**config.mk**
```make
export PLATFORM = sky130hd
export DESIGN_NAME = eda_scan_ctrl
export DESIGN_NICKNAME = d
export VERILOG_FILES = /design/src/rtl/eda_scan_ctrl_pkg.sv /design/src/rtl/eda_scan_ctrl_nbr_addr_gen.sv /design/src/rtl/eda_scan_ctrl.sv
export SDC_FILE = /design/constraint.sdc
export NUM_CORES = 1
export LEC_CHECK = 0
export ABC_CLOCK_PERIOD_IN_PS = 5600
export CAP_MARGIN = 20
export CORE_ASPECT_RATIO = 1.2
export CORE_MARGIN = 1
export CORE_UTILIZATION = 35
export CTS_CLUSTER_DIAMETER = 40
export CTS_CLUSTER_SIZE = 24
export DETAILED_ROUTE_END_ITERATION = 8
export PLACE_DENSITY = 0.79
export SLEW_MARGIN = 30
export SYNTH_ARGS = -nofsm -noshare
export SYNTH_HDL_FRONTEND = slang
export SYNTH_SLANG_ARGS = --single-unit
```
**constraint.sdc**
```tcl
create_clock -name clk -period 5.6 [get_ports clk]
set_clock_uncertainty 0.1 [all_clocks]
set_input_delay 0.84 -clock clk [delete_from_list [all_inputs] [get_ports clk]]
set_output_delay 0.84 -clock clk [all_outputs]
set_load 0.01 [all_outputs]
```
**src/rtl/eda_scan_ctrl_pkg.sv**
```systemverilog
// Shared types and constants for the window-scan controller.
// Neighbour bit positions match the nbr_valid ordering.
`ifndef CFG_M
`define CFG_M 4
`endif
`ifndef CFG_N
`define CFG_N 4
`endif
`ifndef CFG_ADDR_WIDTH
`define CFG_ADDR_WIDTH 4
`endif
`ifndef CFG_I_WIDTH
`define CFG_I_WIDTH 2
`endif
`ifndef CFG_J_WIDTH
`define CFG_J_WIDTH 2
`endif

package eda_scan_ctrl_pkg;

   typedef enum logic [2:0] {
      S_IDLE,
      S_ISSUE,
      S_WAIT_CMP,
      S_MARK,
      S_ADVANCE,
      S_DONE
   } scan_state_e;

   localparam int NB_COUNT = 8;
   localparam int NB_UL    = 7;
   localparam int NB_UP    = 6;
   localparam int NB_UR    = 5;
   localparam int NB_LF    = 4;
   localparam int NB_RT    = 3;
   localparam int NB_DL    = 2;
   localparam int NB_DN    = 1;
   localparam int NB_DR    = 0;

   function automatic int nbr_di(input int k);
      case (k)
         NB_UL, NB_UP, NB_UR: return -1;
         NB_DL, NB_DN, NB_DR: return 1;
         default:             return 0;
      endcase
   endfunction

   function automatic int nbr_dj(input int k);
      case (k)
         NB_UL, NB_LF, NB_DL: return -1;
         NB_UR, NB_RT, NB_DR: return 1;
         default:             return 0;
      endcase
   endfunction

endpackage

```
**src/rtl/eda_scan_ctrl_nbr_addr_gen.sv**
```systemverilog
// Combinational 3x3 window address generator.
// Out-of-image neighbours fall back to the centre address.
module eda_nbr_addr_gen
   import eda_scan_ctrl_pkg::*;
#(
   parameter int M          = `CFG_M,
   parameter int N          = `CFG_N,
   parameter int ADDR_WIDTH = `CFG_ADDR_WIDTH,
   parameter int I_WIDTH    = `CFG_I_WIDTH,
   parameter int J_WIDTH    = `CFG_J_WIDTH
) (
   input  logic [I_WIDTH-1:0]                    i_i,
   input  logic [J_WIDTH-1:0]                    j_i,
   output logic [NB_COUNT-1:0][ADDR_WIDTH-1:0]   addr_o,
   output logic [NB_COUNT-1:0]                   valid_o
);

   logic [ADDR_WIDTH-1:0] center;
   int                    ni_v;
   int                    nj_v;

   assign center = {i_i, j_i};

   always_comb begin
      addr_o  = '0;
      valid_o = '0;
      ni_v    = 0;
      nj_v    = 0;
      for (int k = 0; k < NB_COUNT; k++) begin
         ni_v = int'(i_i) + nbr_di(k);
         nj_v = int'(j_i) + nbr_dj(k);
         if (ni_v >= 0 && ni_v < M && nj_v >= 0 && nj_v < N) begin
            valid_o[k] = 1'b1;
            addr_o[k]  = {ni_v[I_WIDTH-1:0], nj_v[J_WIDTH-1:0]};
         end else begin
            addr_o[k]  = center;
         end
      end
   end

endmodule

```
**src/rtl/eda_scan_ctrl.sv**
```systemverilog
// Raster-scan controller issuing 3x3 window requests per pixel,
// reporting regional maxima and driving strobe-RAM updates.
`ifndef CFG_M
`define CFG_M 4
`endif
`ifndef CFG_N
`define CFG_N 4
`endif
`ifndef CFG_ADDR_WIDTH
`define CFG_ADDR_WIDTH 4
`endif
`ifndef CFG_I_WIDTH
`define CFG_I_WIDTH 2
`endif
`ifndef CFG_J_WIDTH
`define CFG_J_WIDTH 2
`endif

module eda_scan_ctrl
   import eda_scan_ctrl_pkg::*;
#(
   parameter int M          = `CFG_M,
   parameter int N          = `CFG_N,
   parameter int ADDR_WIDTH = `CFG_ADDR_WIDTH,
   parameter int I_WIDTH    = `CFG_I_WIDTH,
   parameter int J_WIDTH    = `CFG_J_WIDTH
) (
   input  logic                  clk,
   input  logic                  reset_n,
   input  logic                  start,
   input  logic                  abort,
   output logic                  req_valid,
   input  logic                  req_ready,
   output logic [ADDR_WIDTH-1:0] center_addr,
   output logic [ADDR_WIDTH-1:0] upleft_addr,
   output logic [ADDR_WIDTH-1:0] up_addr,
   output logic [ADDR_WIDTH-1:0] upright_addr,
   output logic [ADDR_WIDTH-1:0] left_addr,
   output logic [ADDR_WIDTH-1:0] right_addr,
   output logic [ADDR_WIDTH-1:0] downleft_addr,
   output logic [ADDR_WIDTH-1:0] down_addr,
   output logic [ADDR_WIDTH-1:0] downright_addr,
   output logic [7:0]            nbr_valid,
   input  logic                  cmp_valid,
   input  logic                  cmp_is_max,
   output logic                  update_strb,
   output logic                  new_pixel,
   output logic [ADDR_WIDTH-1:0] pre_center_addr,
   output logic [M-1:0]          sel_row,
   output logic [M*N-1:0]        sel_col,
   output logic                  max_valid,
   output logic [ADDR_WIDTH-1:0] max_addr,
   output logic                  busy,
   output logic                  done
);

   scan_state_e                state_q, state_d;
   logic [I_WIDTH-1:0]         i_q, i_d;
   logic [J_WIDTH-1:0]         j_q, j_d;
   logic [I_WIDTH-1:0]         nxt_i;
   logic [J_WIDTH-1:0]         nxt_j;
   logic                       col_wrap;
   logic                       last_pix;
   logic [ADDR_WIDTH-1:0]      cur_addr;

   logic [NB_COUNT-1:0][ADDR_WIDTH-1:0] nb_addr;
   logic [NB_COUNT-1:0]                 nb_valid;

   eda_nbr_addr_gen #(
      .M          (M),
      .N          (N),
      .ADDR_WIDTH (ADDR_WIDTH),
      .I_WIDTH    (I_WIDTH),
      .J_WIDTH    (J_WIDTH)
   ) u_nbr (
      .i_i     (i_q),
      .j_i     (j_q),
      .addr_o  (nb_addr),
      .valid_o (nb_valid)
   );

   assign busy     = (state_q != S_IDLE);
   assign cur_addr = {i_q, j_q};
   assign col_wrap = (j_q == J_WIDTH'(N-1));
   assign last_pix = col_wrap && (i_q == I_WIDTH'(M-1));
   assign nxt_j    = col_wrap ? '0 : j_q + J_WIDTH'(1);
   assign nxt_i    = col_wrap ? i_q + I_WIDTH'(1) : i_q;

   // Addresses are only meaningful while a scan is running.
   assign center_addr    = busy ? cur_addr        : '0;
   assign upleft_addr    = busy ? nb_addr[NB_UL]  : '0;
   assign up_addr        = busy ? nb_addr[NB_UP]  : '0;
   assign upright_addr   = busy ? nb_addr[NB_UR]  : '0;
   assign left_addr      = busy ? nb_addr[NB_LF]  : '0;
   assign right_addr     = busy ? nb_addr[NB_RT]  : '0;
   assign downleft_addr  = busy ? nb_addr[NB_DL]  : '0;
   assign down_addr      = busy ? nb_addr[NB_DN]  : '0;
   assign downright_addr = busy ? nb_addr[NB_DR]  : '0;
   assign nbr_valid      = busy ? nb_valid        : '0;

   always_comb begin
      state_d         = state_q;
      i_d             = i_q;
      j_d             = j_q;
      req_valid       = 1'b0;
      new_pixel       = 1'b0;
      update_strb     = 1'b0;
      max_valid       = 1'b0;
      max_addr        = '0;
      pre_center_addr = '0;
      sel_row         = '0;
      sel_col         = '0;
      done            = 1'b0;
      unique case (state_q)
         S_IDLE: begin
            if (start) begin
               state_d = S_ISSUE;
               i_d     = '0;
               j_d     = '0;
            end
         end
         S_ISSUE: begin
            req_valid = 1'b1;
            if (req_ready) state_d = S_WAIT_CMP;
         end
         S_WAIT_CMP: begin
            if (cmp_valid) begin
               state_d = S_MARK;
               if (cmp_is_max) begin
                  max_valid = 1'b1;
                  max_addr  = cur_addr;
               end
            end
         end
         S_MARK: begin
            new_pixel       = 1'b1;
            pre_center_addr = cur_addr;
            state_d         = S_ADVANCE;
         end
         S_ADVANCE: begin
            if (last_pix) begin
               state_d = S_DONE;
            end else begin
               new_pixel      = 1'b1;
               update_strb    = 1'b1;
               sel_row[nxt_i] = 1'b1;
               for (int r = 0; r < M; r++) begin
                  sel_col[r*N + int'(nxt_j)] = 1'b1;
               end
               i_d     = nxt_i;
               j_d     = nxt_j;
               state_d = S_ISSUE;
            end
         end
         S_DONE: begin
            done    = 1'b1;
            state_d = S_IDLE;
         end
         default: state_d = S_IDLE;
      endcase
      // Abort wins over everything and leaves no side effects behind.
      if (abort && busy) begin
         state_d     = S_IDLE;
         i_d         = '0;
         j_d         = '0;
         new_pixel   = 1'b0;
         update_strb = 1'b0;
         max_valid   = 1'b0;
         max_addr    = '0;
         sel_row     = '0;
         sel_col     = '0;
         done        = 1'b0;
      end
   end

   always_ff @(posedge clk or negedge reset_n) begin
      if (!reset_n) begin
         state_q <= S_IDLE;
         i_q     <= '0;
         j_q     <= '0;
      end else begin
         state_q <= state_d;
         i_q     <= i_d;
         j_q     <= j_d;
      end
   end

endmodule

```
==> flow_metrics.env <==
export IMPL_outcome="finished, violations left"
export IMPL_violations="design-rule violations"
export IMPL_relSlewSlack=0.612
export IMPL_synth_most_common_cell="nor2_1"
export IMPL_synthCells=175
export IMPL_die_w_um=57.0
export IMPL_place_gp_congestion=0.822
export IMPL_n_antenna_cell=0
export IMPL_hp_class="reg -> reg"
export IMPL_avgSynthCellArea_um2=7.26
export IMPL_yosys_top_cells_area="dfrtp_1 14%, buf_4 13%, ha_1 12%, nor2_1 11%, and2_1 7.9%"
export IMPL_synth_edf_count=0
export IMPL_postLayoutCellArea_um2=1990
export IMPL_setup_slack_ns=1.85
export IMPL_utilization=0.585
export IMPL_finalCritPeriodShare=0.669
export IMPL_path_delay_family="buffers and inverters"
export IMPL_grt_pass1_vias=1136
export IMPL_synth_top_cells_by_count="37 x nor2_1, 22 x buf_4, 16 x and2_1, 12 x ha_1, 8 x xnor2_1"
export IMPL_critPathKind="in -> out"
export IMPL_synth_top_area_share=0.138
export IMPL_ys_seq_area_frac=0.138
export IMPL_r2r_slack_ns=3.58
export IMPL_worstPathArrival_ns=2.81
export IMPL_fillers=332
export IMPL_drc_errors=11
export IMPL_dp_hpwl_um=2570
export IMPL_finalPower_uw=391
export IMPL_viasPerCell=4.95
export IMPL_p_leak_nw=0.788
export IMPL_holdWs_ns=0.631
export IMPL_postCtsSetupBuffers=0
export IMPL_synth_fp_nets=194
export IMPL_synth_seq_cells=7
export IMPL_crit_path_start_kind="input pin"
export IMPL_synthArstFlopShare=1.00
export IMPL_rsz0062_at_grt="no"
export IMPL_post_cts_resize_count=0
export IMPL_port_buffers=84
export IMPL_ant_nets=0
export IMPL_grt_max_degree=20
export IMPL_postCtsHoldBufs=0
export IMPL_clockBufferDepth=2
export IMPL_cts_root_buffer="clkbuf_8"
export IMPL_synthFlopType="dfrtp_1"
export IMPL_crit_buf_inv=2
export IMPL_crit_slowest_cell="clkdlybuf4s50_1"
export IMPL_fin_setup_tns_ns=0
export IMPL_drtPass1Iterations=6
export IMPL_yosys_warnings=0
export IMPL_place_ws_ns=1.84
export IMPL_slowest_delay_ns=0.58
export IMPL_antenna_found_initial=0
export IMPL_die_area_um2=3880
export IMPL_crit_path_cell_trace="clkdlybuf4s50_1 > nor4b_4 > and3_1 > clkdlybuf4s50_1"
export IMPL_cp_max_fo=10
export IMPL_fin_cells=267
export IMPL_max_slew_worst_pin_slew_ns=0.580
export IMPL_drv_slew=0
export IMPL_syn2layout_area_growth_pct=56.4
export IMPL_overflow=0
export IMPL_io_pins=85
export IMPL_max_freq_mhz=267
export IMPL_finalSetupViolCount=0
export IMPL_die_h_um=68.0
export IMPL_cp_required_ns=4.66
export IMPL_num_nets_final=250
export IMPL_ys_types=36
export IMPL_final_layout_size_suffix_gt1_frac=0.0435
export IMPL_numCtsBuffers=3
export IMPL_core_um2=3400
export IMPL_power_density_nw_per_um2=197
export IMPL_period_needed_ns=3.75
export IMPL_vias=1322
export IMPL_dr_first_iter_drc_count=48
export IMPL_synth_top_area_cell="dfrtp_1"
export IMPL_endpoint_kind="primary output"
export IMPL_clock_sinks=7
export IMPL_dp_cells=263
export IMPL_htree_levels=1
export IMPL_start_util=0.374
export IMPL_wire_per_inst_um=12.8
export IMPL_cts_tree="built"
export IMPL_ir_worst_vdd_uv=90.0
export IMPL_grt_use_total=0.175
export IMPL_hold_viol=0
export IMPL_clk_pin_slew_ns=0.04
export IMPL_drv_cap=0
export IMPL_placed_area_um2=1940
export IMPL_syn_cell_area_um2=1270
export IMPL_rows=23
export IMPL_grt_pass1_wl_um=5310
export IMPL_cp_common_cell="clkdlybuf4s50_1"
export IMPL_clkLatencyLatePin_ns=0.22
export IMPL_drt_total_wl_um=3430
## layer usage
| layer | share of wire | vias up | GRT usage |
|---|---|---|---|
| met5 | 0 | - | 0 |
| met4 | 0.013 | 0 | 0.0518 |
| met3 | 0.094 | 4 | 0.0378 |
| met2 | 0.50 | 60 | 0.319 |
| met1 | 0.39 | 603 | 0.207 |
| li1 | - | 655 | - |
## report_power, final
part           internal, mW  switching (mW)  total, mW
logic                 0.123           0.120      0.243
registers            0.0566          0.0221     0.0786
clock network        0.0491          0.0198     0.0689
## worst paths after layout
path | to | depth (start not counted) | from
min reg2reg | state_q[1] | 1 | state_q[2]
min in group asynchronous | i_q[0] | 1 | reset_n
max in group asynchronous | state_q[2] | 1 | reset_n
min | state_q[1] | 1 | state_q[2]
max | sel_col[4] | 4 | abort
max reg2reg | i_q[1] | 4 | j_q[0]
## worst register-to-register path, stage by stage, from the launching register on
cell and delay [ns]:
dfrtp_1 0.64, ha_1 0.53, nand2_1 0.26, nand3b_2 0.17
a21bo_1 0.20
## state kept, by name, indices dropped and copies added, names as in the netlist
signal and count:
j_q 2, i_q 2, state_q 3
## kinds of logic (layout without fill, tap and decap cells)
kind of cell | count (synthesis) | after routing | share of synthesized area
compound gates | 23 | 23 | 0.127
xor+xnor | 8 | 8 | 0.0551
fa+ha+maj | 12 | 12 | 0.118
mux | 3 | 3 | 0.0236
simple gates | 82 | 82 | 0.340
flops | 7 | 7 | 0.138
buf+inv | 40 | 95 | 0.199
## area by class of cell
| class | instances | area [µm²] | share of cell area |
|---|---|---|---|
| clock buffer | 4 | 45.0 | 0.0227 |
| inverter | 6 | 22.5 | 0.0113 |
| multi-input combinational | 128 | 843 | 0.424 |
| sequential | 7 | 175 | 0.0881 |
| tap | 37 | 46.3 | 0.0233 |
| timing repair buffer | 85 | 856 | 0.430 |
## cell usage in the layout (no fill, tap or decap), drive strengths merged
master,count
a211oi,4
a21bo,1
a21o,1
a21oi,6
a311oi,1
a31oi,1
a41oi,1
and2,16
and3,1
and3b,1
and4,1
buf,1
clkbuf,4
clkdlybuf4s50,84
dfrtp,7
ha,12
inv,6
mux2i,3
nand2,7
nand2b,3
nand3,1
nand3b,1
nor2,37
nor2b,5
nor3,7
nor4b,1
o211a,1
o21ai,4
o22ai,1
o31a,1
o41ai,1
or2,1
xnor2,8
Power figures use the tool's default switching activity.
